==> src/rtl/cdb_aging_arbiter_pkg.sv <==
// cdb_aging_arbiter_pkg: shared configuration constants and helpers for the CDB aging arbiter
package cdb_aging_arbiter_pkg;
  localparam int MAX_EU_N       = 5;
  localparam int CDB_STARVE_MAX = 4;
  function automatic int starve_w(input int smax);
    return smax > 0 ? $clog2(smax + 1) : 1;
  endfunction
endpackage

==> src/rtl/cdb_aging_arbiter_if.sv <==
// cdb_aging_arbiter_if: EU/RS/ROB handshake bundle; master drives requests, slave is the arbiter
interface cdb_aging_arbiter_if #(
  parameter int N_RS = 4,
  localparam int IDX_W = $clog2(N_RS)
);
  logic             flush_i;
  logic             max_prio_valid_i;
  logic             max_prio_ready_o;
  logic [N_RS-1:0]  valid_i;
  logic [N_RS-1:0]  ready_o;
  logic             rob_ready_i;
  logic             rob_valid_o;
  logic             served_max_prio_o;
  logic [IDX_W-1:0] served_o;
  modport master (
    output flush_i, max_prio_valid_i, valid_i, rob_ready_i,
    input  max_prio_ready_o, ready_o, rob_valid_o, served_max_prio_o, served_o
  );
  modport slave (
    input  flush_i, max_prio_valid_i, valid_i, rob_ready_i,
    output max_prio_ready_o, ready_o, rob_valid_o, served_max_prio_o, served_o
  );
endinterface

==> src/rtl/cdb_aging_arbiter_rr_picker.sv <==
// cdb_rr_picker: first valid index searching cyclically from ptr_i (rotate, priority-encode, un-rotate)
module cdb_rr_picker #(
  parameter int N = 4,
  localparam int IW = $clog2(N)
) (
  input  logic [N-1:0]  valid_i,
  input  logic [IW-1:0] ptr_i,
  output logic [IW-1:0] idx_o,
  output logic          any_o
);
  logic [N-1:0]  rot;
  logic [IW-1:0] off;
  logic [IW:0]   sum;
  always_comb begin
    rot = '0;
    for (int j = 0; j < N; j++) rot[j] = valid_i[(int'(ptr_i) + j) % N];
    off = '0;
    for (int j = N - 1; j >= 0; j--) if (rot[j]) off = IW'(j);
    sum = {1'b0, ptr_i} + {1'b0, off};
    idx_o = sum >= (IW + 1)'(N) ? IW'(sum - (IW + 1)'(N)) : sum[IW-1:0];
  end
  assign any_o = |valid_i;
endmodule

==> src/rtl/cdb_aging_arbiter.sv <==
// cdb_aging_arbiter: CDB arbiter, max-priority EU vs round-robin RSs with aging against starvation
module cdb_aging_arbiter
  import cdb_aging_arbiter_pkg::*;
#(
  parameter int N_RS       = MAX_EU_N - 1,
  parameter int STARVE_MAX = CDB_STARVE_MAX,
  localparam int IDX_W = $clog2(N_RS),
  localparam int SW    = starve_w(STARVE_MAX)
) (
  input logic clk_i,
  input logic rst_i,
  cdb_aging_arbiter_if.slave bus
);
  localparam logic [SW-1:0] SMAX = SW'(STARVE_MAX);
  logic [IDX_W-1:0] ptr_q, ptr_d, cand;
  logic [SW-1:0]    starve_q, starve_d;
  logic             any_lp, boost, grant_mp, hs_en, lp_xfer, mp_xfer;
  cdb_rr_picker #(.N(N_RS)) u_pick (
    .valid_i(bus.valid_i),
    .ptr_i  (ptr_q),
    .idx_o  (cand),
    .any_o  (any_lp)
  );
  assign boost    = (STARVE_MAX != 0) && starve_q == SMAX && any_lp;
  assign grant_mp = bus.max_prio_valid_i && !boost;
  // reset forces every output low; flush only silences the handshake
  assign hs_en                 = !rst_i && !bus.flush_i;
  assign bus.rob_valid_o       = hs_en && (bus.max_prio_valid_i || any_lp);
  assign bus.served_max_prio_o = !rst_i && grant_mp;
  assign bus.served_o          = rst_i ? '0 : cand;
  assign bus.max_prio_ready_o  = hs_en && grant_mp && bus.rob_ready_i;
  assign bus.ready_o           = (hs_en && !grant_mp && any_lp && bus.rob_ready_i) ? N_RS'(1) << cand : '0;
  assign lp_xfer = |(bus.valid_i & bus.ready_o);
  assign mp_xfer = bus.max_prio_valid_i && bus.max_prio_ready_o;
  always_comb begin
    ptr_d    = bus.flush_i ? '0 : lp_xfer ? (cand == IDX_W'(N_RS - 1) ? '0 : cand + 1'b1) : ptr_q;
    starve_d = (bus.flush_i || lp_xfer || !any_lp) ? '0 :
               (mp_xfer && starve_q != SMAX) ? starve_q + 1'b1 : starve_q;
  end
  always_ff @(posedge clk_i or posedge rst_i) begin
    if (rst_i) begin
      ptr_q    <= '0;
      starve_q <= '0;
    end else begin
      ptr_q    <= ptr_d;
      starve_q <= starve_d;
    end
  end
endmodule

==> src/flat_wrapper.sv <==
// flat-port wrapper written by rule: the top's interface ports become plain ports
module cdb_aging_arbiter_flat import cdb_aging_arbiter_pkg::*;
#(
  parameter int N_RS       = MAX_EU_N - 1,
  parameter int STARVE_MAX = CDB_STARVE_MAX,
  localparam int IDX_W = $clog2(N_RS),
  localparam int SW    = starve_w(STARVE_MAX)
)
  (clk_i, rst_i, bus_flush_i, bus_max_prio_valid_i, bus_valid_i, bus_rob_ready_i, bus_max_prio_ready_o, bus_ready_o, bus_rob_valid_o, bus_served_max_prio_o, bus_served_o);
  cdb_aging_arbiter_if #(.N_RS(N_RS)) bus_i ();
  input logic clk_i;
  input logic rst_i;
  input wire logic [$bits(bus_i.flush_i)-1:0] bus_flush_i;
  input wire logic [$bits(bus_i.max_prio_valid_i)-1:0] bus_max_prio_valid_i;
  input wire logic [$bits(bus_i.valid_i)-1:0] bus_valid_i;
  input wire logic [$bits(bus_i.rob_ready_i)-1:0] bus_rob_ready_i;
  output wire logic [$bits(bus_i.max_prio_ready_o)-1:0] bus_max_prio_ready_o;
  output wire logic [$bits(bus_i.ready_o)-1:0] bus_ready_o;
  output wire logic [$bits(bus_i.rob_valid_o)-1:0] bus_rob_valid_o;
  output wire logic [$bits(bus_i.served_max_prio_o)-1:0] bus_served_max_prio_o;
  output wire logic [$bits(bus_i.served_o)-1:0] bus_served_o;
  assign bus_i.flush_i = bus_flush_i;
  assign bus_i.max_prio_valid_i = bus_max_prio_valid_i;
  assign bus_i.valid_i = bus_valid_i;
  assign bus_i.rob_ready_i = bus_rob_ready_i;
  assign bus_max_prio_ready_o = bus_i.max_prio_ready_o;
  assign bus_ready_o = bus_i.ready_o;
  assign bus_rob_valid_o = bus_i.rob_valid_o;
  assign bus_served_max_prio_o = bus_i.served_max_prio_o;
  assign bus_served_o = bus_i.served_o;
  cdb_aging_arbiter #(.N_RS(N_RS), .STARVE_MAX(STARVE_MAX)) u_core (.clk_i(clk_i), .rst_i(rst_i), .bus(bus_i));
endmodule
==> config.mk <==
export PLATFORM = sky130hd
export DESIGN_NAME = cdb_aging_arbiter_flat
export DESIGN_NICKNAME = d
export VERILOG_FILES = /design/src/rtl/cdb_aging_arbiter_pkg.sv /design/src/rtl/cdb_aging_arbiter_if.sv /design/src/rtl/cdb_aging_arbiter_rr_picker.sv /design/src/rtl/cdb_aging_arbiter.sv /design/src/flat_wrapper.sv
export SDC_FILE = /design/constraint.sdc
export NUM_CORES = 1
export LEC_CHECK = 0
export BUFFER_PORTS_ARGS = -buffer_cell sky130_fd_sc_hd__buf_2
export CAP_MARGIN = 20
export CORE_AREA = 5 5 42 44
export CTS_CLUSTER_DIAMETER = 150
export DETAILED_ROUTE_END_ITERATION = 7
export DIE_AREA = 0 0 47 49
export PLACE_DENSITY = 0.89
export REMOVE_ABC_BUFFERS = 1
export SETUP_SLACK_MARGIN = 0.05
export SLEW_MARGIN = 25
export SYNTH_ARGS = -nofsm -noshare
export SYNTH_HDL_FRONTEND = slang
export SYNTH_HIERARCHICAL = 1
export SYNTH_SLANG_ARGS = --single-unit
==> constraint.sdc <==
create_clock -name clk_i -period 8 [get_ports clk_i]
set_input_delay 1.6 -clock clk_i [delete_from_list [all_inputs] [get_ports clk_i]]
set_output_delay 1.6 -clock clk_i [all_outputs]
set_load 0.01 [all_outputs]
# --- Word level (Yosys, flattened, before mapping) ---
# Index checks and enable logic that the tools add are counted.
totals:
  reg_bits: 5
  inputBits: 9
  out_inout_bits: 9
classes:
  add_sub_neg: 7
  order_cmp: 5
  n_eq_ne: 3
  n_shift: 1
  n_mux: 23
  bitwise_logic: 4
  reduce_logical: 27
ops:
  columns: ["op", "count"]
  rows:
  - ["2-bit 2-to-1 mux", 9]
  - ["1-bit logical AND", 12]
  - ["3-bit by 4-bit less-than comparator with 1-bit output (second input constant)", 3]
  - ["1-bit binary-select mux with 2-bit select", 4]
  - ["4-bit OR reduction", 2]
  - ["1-bit 2-to-1 mux", 7]
  - ["3-bit 2-to-1 mux", 2]
  - ["2-bit OR reduction", 3]
  - ["1-bit logical NOT", 5]
  - ["2-bit by 1-bit adder with 2-bit output (second input constant)", 2]
  - ["2-bit adder (second input constant)", 2]
  - ["4-bit AND", 1]
  - ["4-bit 2-to-1 mux", 1]
  - ["2-bit nonzero test", 2]
  - ["1-bit by 2-bit << shifter with 4-bit output (first input constant)", 1]
  - ["2-bit by 2-bit adder with 3-bit output", 1]
  - ["3-bit by 1-bit adder with 3-bit output (second input constant)", 1]
  - ["1-bit AND (first input constant)", 3]
  - ["3-bit == test (second input constant)", 1]
  - ["3-bit >= comparator (second input constant)", 1]
  - ["1-bit logical OR", 3]
  - ["2-bit by 3-bit less-than comparator with 1-bit output (second input constant)", 1]
  - ["3-bit != test (second input constant)", 1]
  - ["2-bit == test (second input constant)", 1]
  - ["2-bit by 1-bit subtractor with 2-bit output (second input constant)", 1]

# --- Logic depth before layout (Yosys ltp) ---
depth:
  depth_word: 20
  mapped_depth: 14
  depth_no_buf: 13

# --- By module ---
# Netlist, hierarchy kept.
modules_own_cells:
  columns: ["module", "n_inst", "cells_per_inst", "area_per_inst_um2", "seq_area_each_um2"]
  rows:
  - ["cdb_aging_arbiter", 1, 52, 490.5, 125.1]
  - ["cdb_rr_picker", 1, 27, 181.4, 0.0]

# --- Least setup slack after synthesis ---
# OpenSTA, ideal clock, no wires.
synth_timing:
  path_type: "input-to-output"
  startpoint: "in bus_valid_i[1]"
  endpoint: "out bus_ready_o[0]"
  arrival_ns: 3.067
  path_slack_ns: 3.333
  path_stages: 10
  path_buffers: 0
  cell_sequence: "or2b_1 -> o22ai_1 -> o21ai_0 -> o221ai_1 -> ha_1 -> xnor2_1 -> xnor2_1 -> inv_1 -> ha_1 -> and2_2"
synth_between:
  elab_chain_len: 12
  word_cells_on_any_way: 29
synth_lines:
  columns: ["element", "line_no", "text"]
  rows:
  - ["start, declared", "flat_wrapper.sv:15", "input wire logic [$bits(bus_i.valid_i)-1:0] bus_valid_i;"]
  - ["1-bit binary-select mux with 2-bit select", "cdb_aging_arbiter_rr_picker.sv:16", "for (int j = 0; j < N; j++) rot[j] = valid_i[(int'(ptr_i) + j) % N];"]
  - ["1-bit 2-to-1 mux (implied by the code) (2 in series)", "cdb_aging_arbiter_rr_picker.sv:16", null]
  - ["2-bit 2-to-1 mux (3 in series)", "cdb_aging_arbiter_rr_picker.sv:18", "for (int j = N - 1; j >= 0; j--) if (rot[j]) off = IW'(j);"]
  - ["2-bit 2-to-1 mux *", "cdb_aging_arbiter_rr_picker.sv:18", null]
  - ["2-bit by 2-bit adder with 3-bit output *", "cdb_aging_arbiter_rr_picker.sv:19", "sum = {1'b0, ptr_i} + {1'b0, off};"]
  - ["3-bit >= comparator or 2-bit by 1-bit subtractor with 2-bit output (tied branches)", "cdb_aging_arbiter_rr_picker.sv:20", "idx_o = sum >= (IW + 1)'(N) ? IW'(sum - (IW + 1)'(N)) : sum[IW-1:0];"]
  - ["2-bit 2-to-1 mux *", "cdb_aging_arbiter_rr_picker.sv:20", null]
  - ["named net u_core.cand[1]", "cdb_aging_arbiter.sv:15", "logic [IDX_W-1:0] ptr_q, ptr_d, cand;"]
  - ["1-bit by 2-bit << shifter with 4-bit output *", "cdb_aging_arbiter.sv:32", "assign bus.ready_o = (hs_en && !grant_mp && any_lp && bus.rob_ready_i) ? N_RS'(1) << cand : '0;"]
  - ["4-bit 2-to-1 mux *", "cdb_aging_arbiter.sv:32", null]
  - ["end, declared", "flat_wrapper.sv:18", "output wire logic [$bits(bus_i.ready_o)-1:0] bus_ready_o;"]
# Mark *: on every way through the listed nets, which the timed path passes. The rest lies on a longest branch. The select of a mux whose other input is x is not followed.

# --- Final worst setup path ---
layout_timing:
  startpoint: "in bus_valid_i[3]"
  endpoint: "out bus_ready_o[1]"
# The elaborated chain is that of the path after synthesis.

==> flow_metrics.tcl <==
set metrics [dict create \
    io_pins 18 \
    synth-warning-count 6 \
    synth_mux_area_frac 0.03724 \
    finalCriticalPeriod_ps 5158 \
    firstDrtPassIters 4 \
    synth_top_family_by_area "simple AND/OR/NAND/NOR gates" \
    grt_pass1_wl_um 2201 \
    p_per_area_mw_per_mm2 111.4 \
    ant_nets 0 \
    vias 596 \
    crit_path_cell_trace "buf_2, inv_1, o311ai_0, o21ai_0, o221ai_1, ha_1, xnor2_1, xnor2_1, inv_1, ha_1, and2_2, buf_2" \
    path_max_fanout 7 \
    synthXorXnorAreaFrac 0.03911 \
    diodes 0 \
    syn-cell-area_sq_um 671.9 \
    cts_buffer_depth 2 \
    critical_path_class "in -> out" \
    syn_avg_cell_area_sq_um 8.505 \
    cts_resized 0 \
    drc 0 \
    die_x_um 47 \
    fin_nets 115 \
    yosys.area_share.adder 0.1304 \
    row_count 14 \
    numCtsBuffers 3 \
    holdCritPathClass "reg -> reg" \
    critical_path_required_ps 6400 \
    end_kind "output pin" \
    ctsHoldBuffers 0 \
    grt_start_max_net_pins 13 \
    synthSimpleGateAreaFrac 0.3035 \
    grt_setup_unrepaired "no" \
    worstPathArrival_ps 3560 \
    tightest_slew_ps 348.0 \
    power_uw 86.99 \
    vias_per_cell 5.228 \
    worstSetupStartpointType "input port" \
    clockRootBuffer "clkbuf_4" \
    clk_pin_slew_ps 40 \
    post_cts_buffers 0 \
    cts_tree "built" \
    synth_seq_cells 5 \
    cts_sinks 5 \
    portBuffers 17 \
    maxSlewHeadroom 0.7680 \
    drt_iter0_markers 5 \
    crit_start "bus_valid_i[3]" \
    max_freq_mhz 193.9 \
    vdd_drop_max_v 0.0001101 \
    die_h_um 49 \
    reg2reg_slack_ps 5030 \
    gp_congestion 0.8182 \
    synth_compound_area_frac 0.2309 \
    outcome "complete, no violations" \
    hpwl_um 1078 \
    grt_pass1_vias 530 \
    cp_slowest_cell "o311ai_0" \
    timing.max_cap.violations 0 \
    static-leakage-power_uw 0.0003862 \
    synth-async-reset-ratio 1.000 \
    clk_latency_ps 240 \
    core_region_area_sq_mm 0.001401 \
    fin_crit_sh 0.6447 \
    setup_viol 0 \
    ys_types 34 \
    wl_per_cell_um 11.64 \
    pre_cts_ws_ps 2851 \
    clock_skew_ps 1.870 \
    track_usage 0.1276 \
    h-tree-depth 1 \
    ys.flop_type "dfrtp_1" \
    setup_slack_ps 2843 \
    area_delta_synth_final_pct 16.20 \
    floorplan.initialDensity 0.4795 \
    synth_edf_count 0 \
    synthCells 79 \
    wirelength_um 1327 \
    hold_viol 0 \
    min-delay-start "u_core/starve_q[1]$_DFFE_PP0P_" \
    die-area_sq_mm 0.002303 \
    max_stage_delay_ps 290 \
    r2r-start "u_core/ptr_q[0]$_DFFE_PP0P_" \
    antenna_found_initial 0 \
    drive_gt1_frac 0.3571 \
    maxSlewViolCount 0 \
    grt.overflow.total 0 \
    setup_tns_ps 0 \
    synth_seq_area_share 0.1862 \
]
[cells in the mapped netlist (2+ instances only)]
library cell / n / area (sq um)
nor2_1: 10 / 37.54
ha_1: 7 / 87.58
inv_1: 7 / 26.28
dfrtp_1: 5 / 125.1
nand2_1: 5 / 18.77
and2_2: 4 / 30.03
nand2b_1: 3 / 18.77
xnor2_1: 3 / 26.28
a21oi_2: 2 / 17.52
a22oi_2: 2 / 25.02
a31o_1: 2 / 17.52
buf_6: 2 / 22.52
nor2b_1: 2 / 12.51
nor3_1: 2 / 10.01
o21ai_0: 2 / 10.01
o22ai_1: 2 / 12.51
or2b_1: 2 / 15.01
[registers in the layout, summed over array words and instances, names as in the netlist]
signal,flops
u_core/starve_q,3
u_core/ptr_q,2
[final cells by class]
cell class              count  area (sq um)
fillers                   140         620.6
multi-input cells          65         498.0
flip-flops and latches      5         125.1
repair buffers             17         85.08
clock buffers               4         26.28
inverters                   7         26.28
well taps                  16         20.02
[routing by layer]
layer  part of all wire  GRT usage  routed length [um]
met1               0.43     0.1525                 577
met2               0.53     0.2059                 703
met3              0.035    0.03321                  46
met4                  0    0.05530                   0
met5                  0          0                   0
[logic make-up (layout without fill, tap and decap cells)]
logic type / count (synthesis) / count (layout)
DFF: 5 / 5
adders and majority gates: 7 / 7
buffers and inverters: 9 / 28
AOI/OAI and AO/OA: 18 / 18
xor gates and xnor gates: 3 / 3
muxes: 2 / 2
and+or+nand+nor: 35 / 35
[through the flow]
stage          cells  instance area [sq um]  hold WS (ps)    util
4_1_cts          114                  780.7         580.1  0.5571
3_5_place_dp     110                  754.5         570.1  0.5384
3_3_place_gp     110                  754.5         557.7  0.5384
6_report         114                  780.7         575.4  0.5571
5_1_grt          114                  780.7         648.9  0.5571
2_1_floorplan     77                  649.4         515.9       -
[placed cells by master (no fill, tap or decap), types with 2 or more instances in the layout]
master / n
a21oi_2: 2
a22oi_2: 2
a31o_1: 2
and2_2: 4
buf_2: 17
clkbuf_4: 3
dfrtp_1: 5
ha_1: 7
inv_1: 7
nand2_1: 5
nand2b_1: 3
nor2_1: 10
nor2b_1: 2
nor3_1: 2
o21ai_0: 2
o22ai_1: 2
or2b_1: 2
xnor2_1: 3
[path summary, 6_finish.rpt]
path	end	cells past startpoint
max	bus_ready_o[1]	12
min	u_core/starve_q[1]$_DFFE_PP0P_	2
max reg2reg	u_core/starve_q[2]$_DFFE_PP0P_	13
min reg2reg	u_core/starve_q[1]$_DFFE_PP0P_	2
max in group asynchronous	u_core/ptr_q[0]$_DFFE_PP0P_	2
min in group asynchronous	u_core/starve_q[0]$_DFFE_PP0P_	2
[power breakdown]
| group | internal, uW | switching, uW | leakage [uW] |
|---|---|---|---|
| clock network | 18.8 | 9.66 | 0.0000150 |
| logic | 13.6 | 17.9 | 0.000302 |
| registers | 26.0 | 1.10 | 0.0000695 |
| total | 58.4 | 28.6 | 0.000386 |
[worst max-delay path: cells and delay by family]
| family | cells | cell delay, ps |
|---|---|---|
| AOI/OAI and AO/OA | 3 | 530 |
| xor gates and xnor gates | 2 | 360 |
| adders and majority gates | 2 | 420 |
| buffers and inverters | 4 | 470 |
| and+or+nand+nor | 1 | 170 |
No activity file was read; power rests on OpenSTA's default activity.
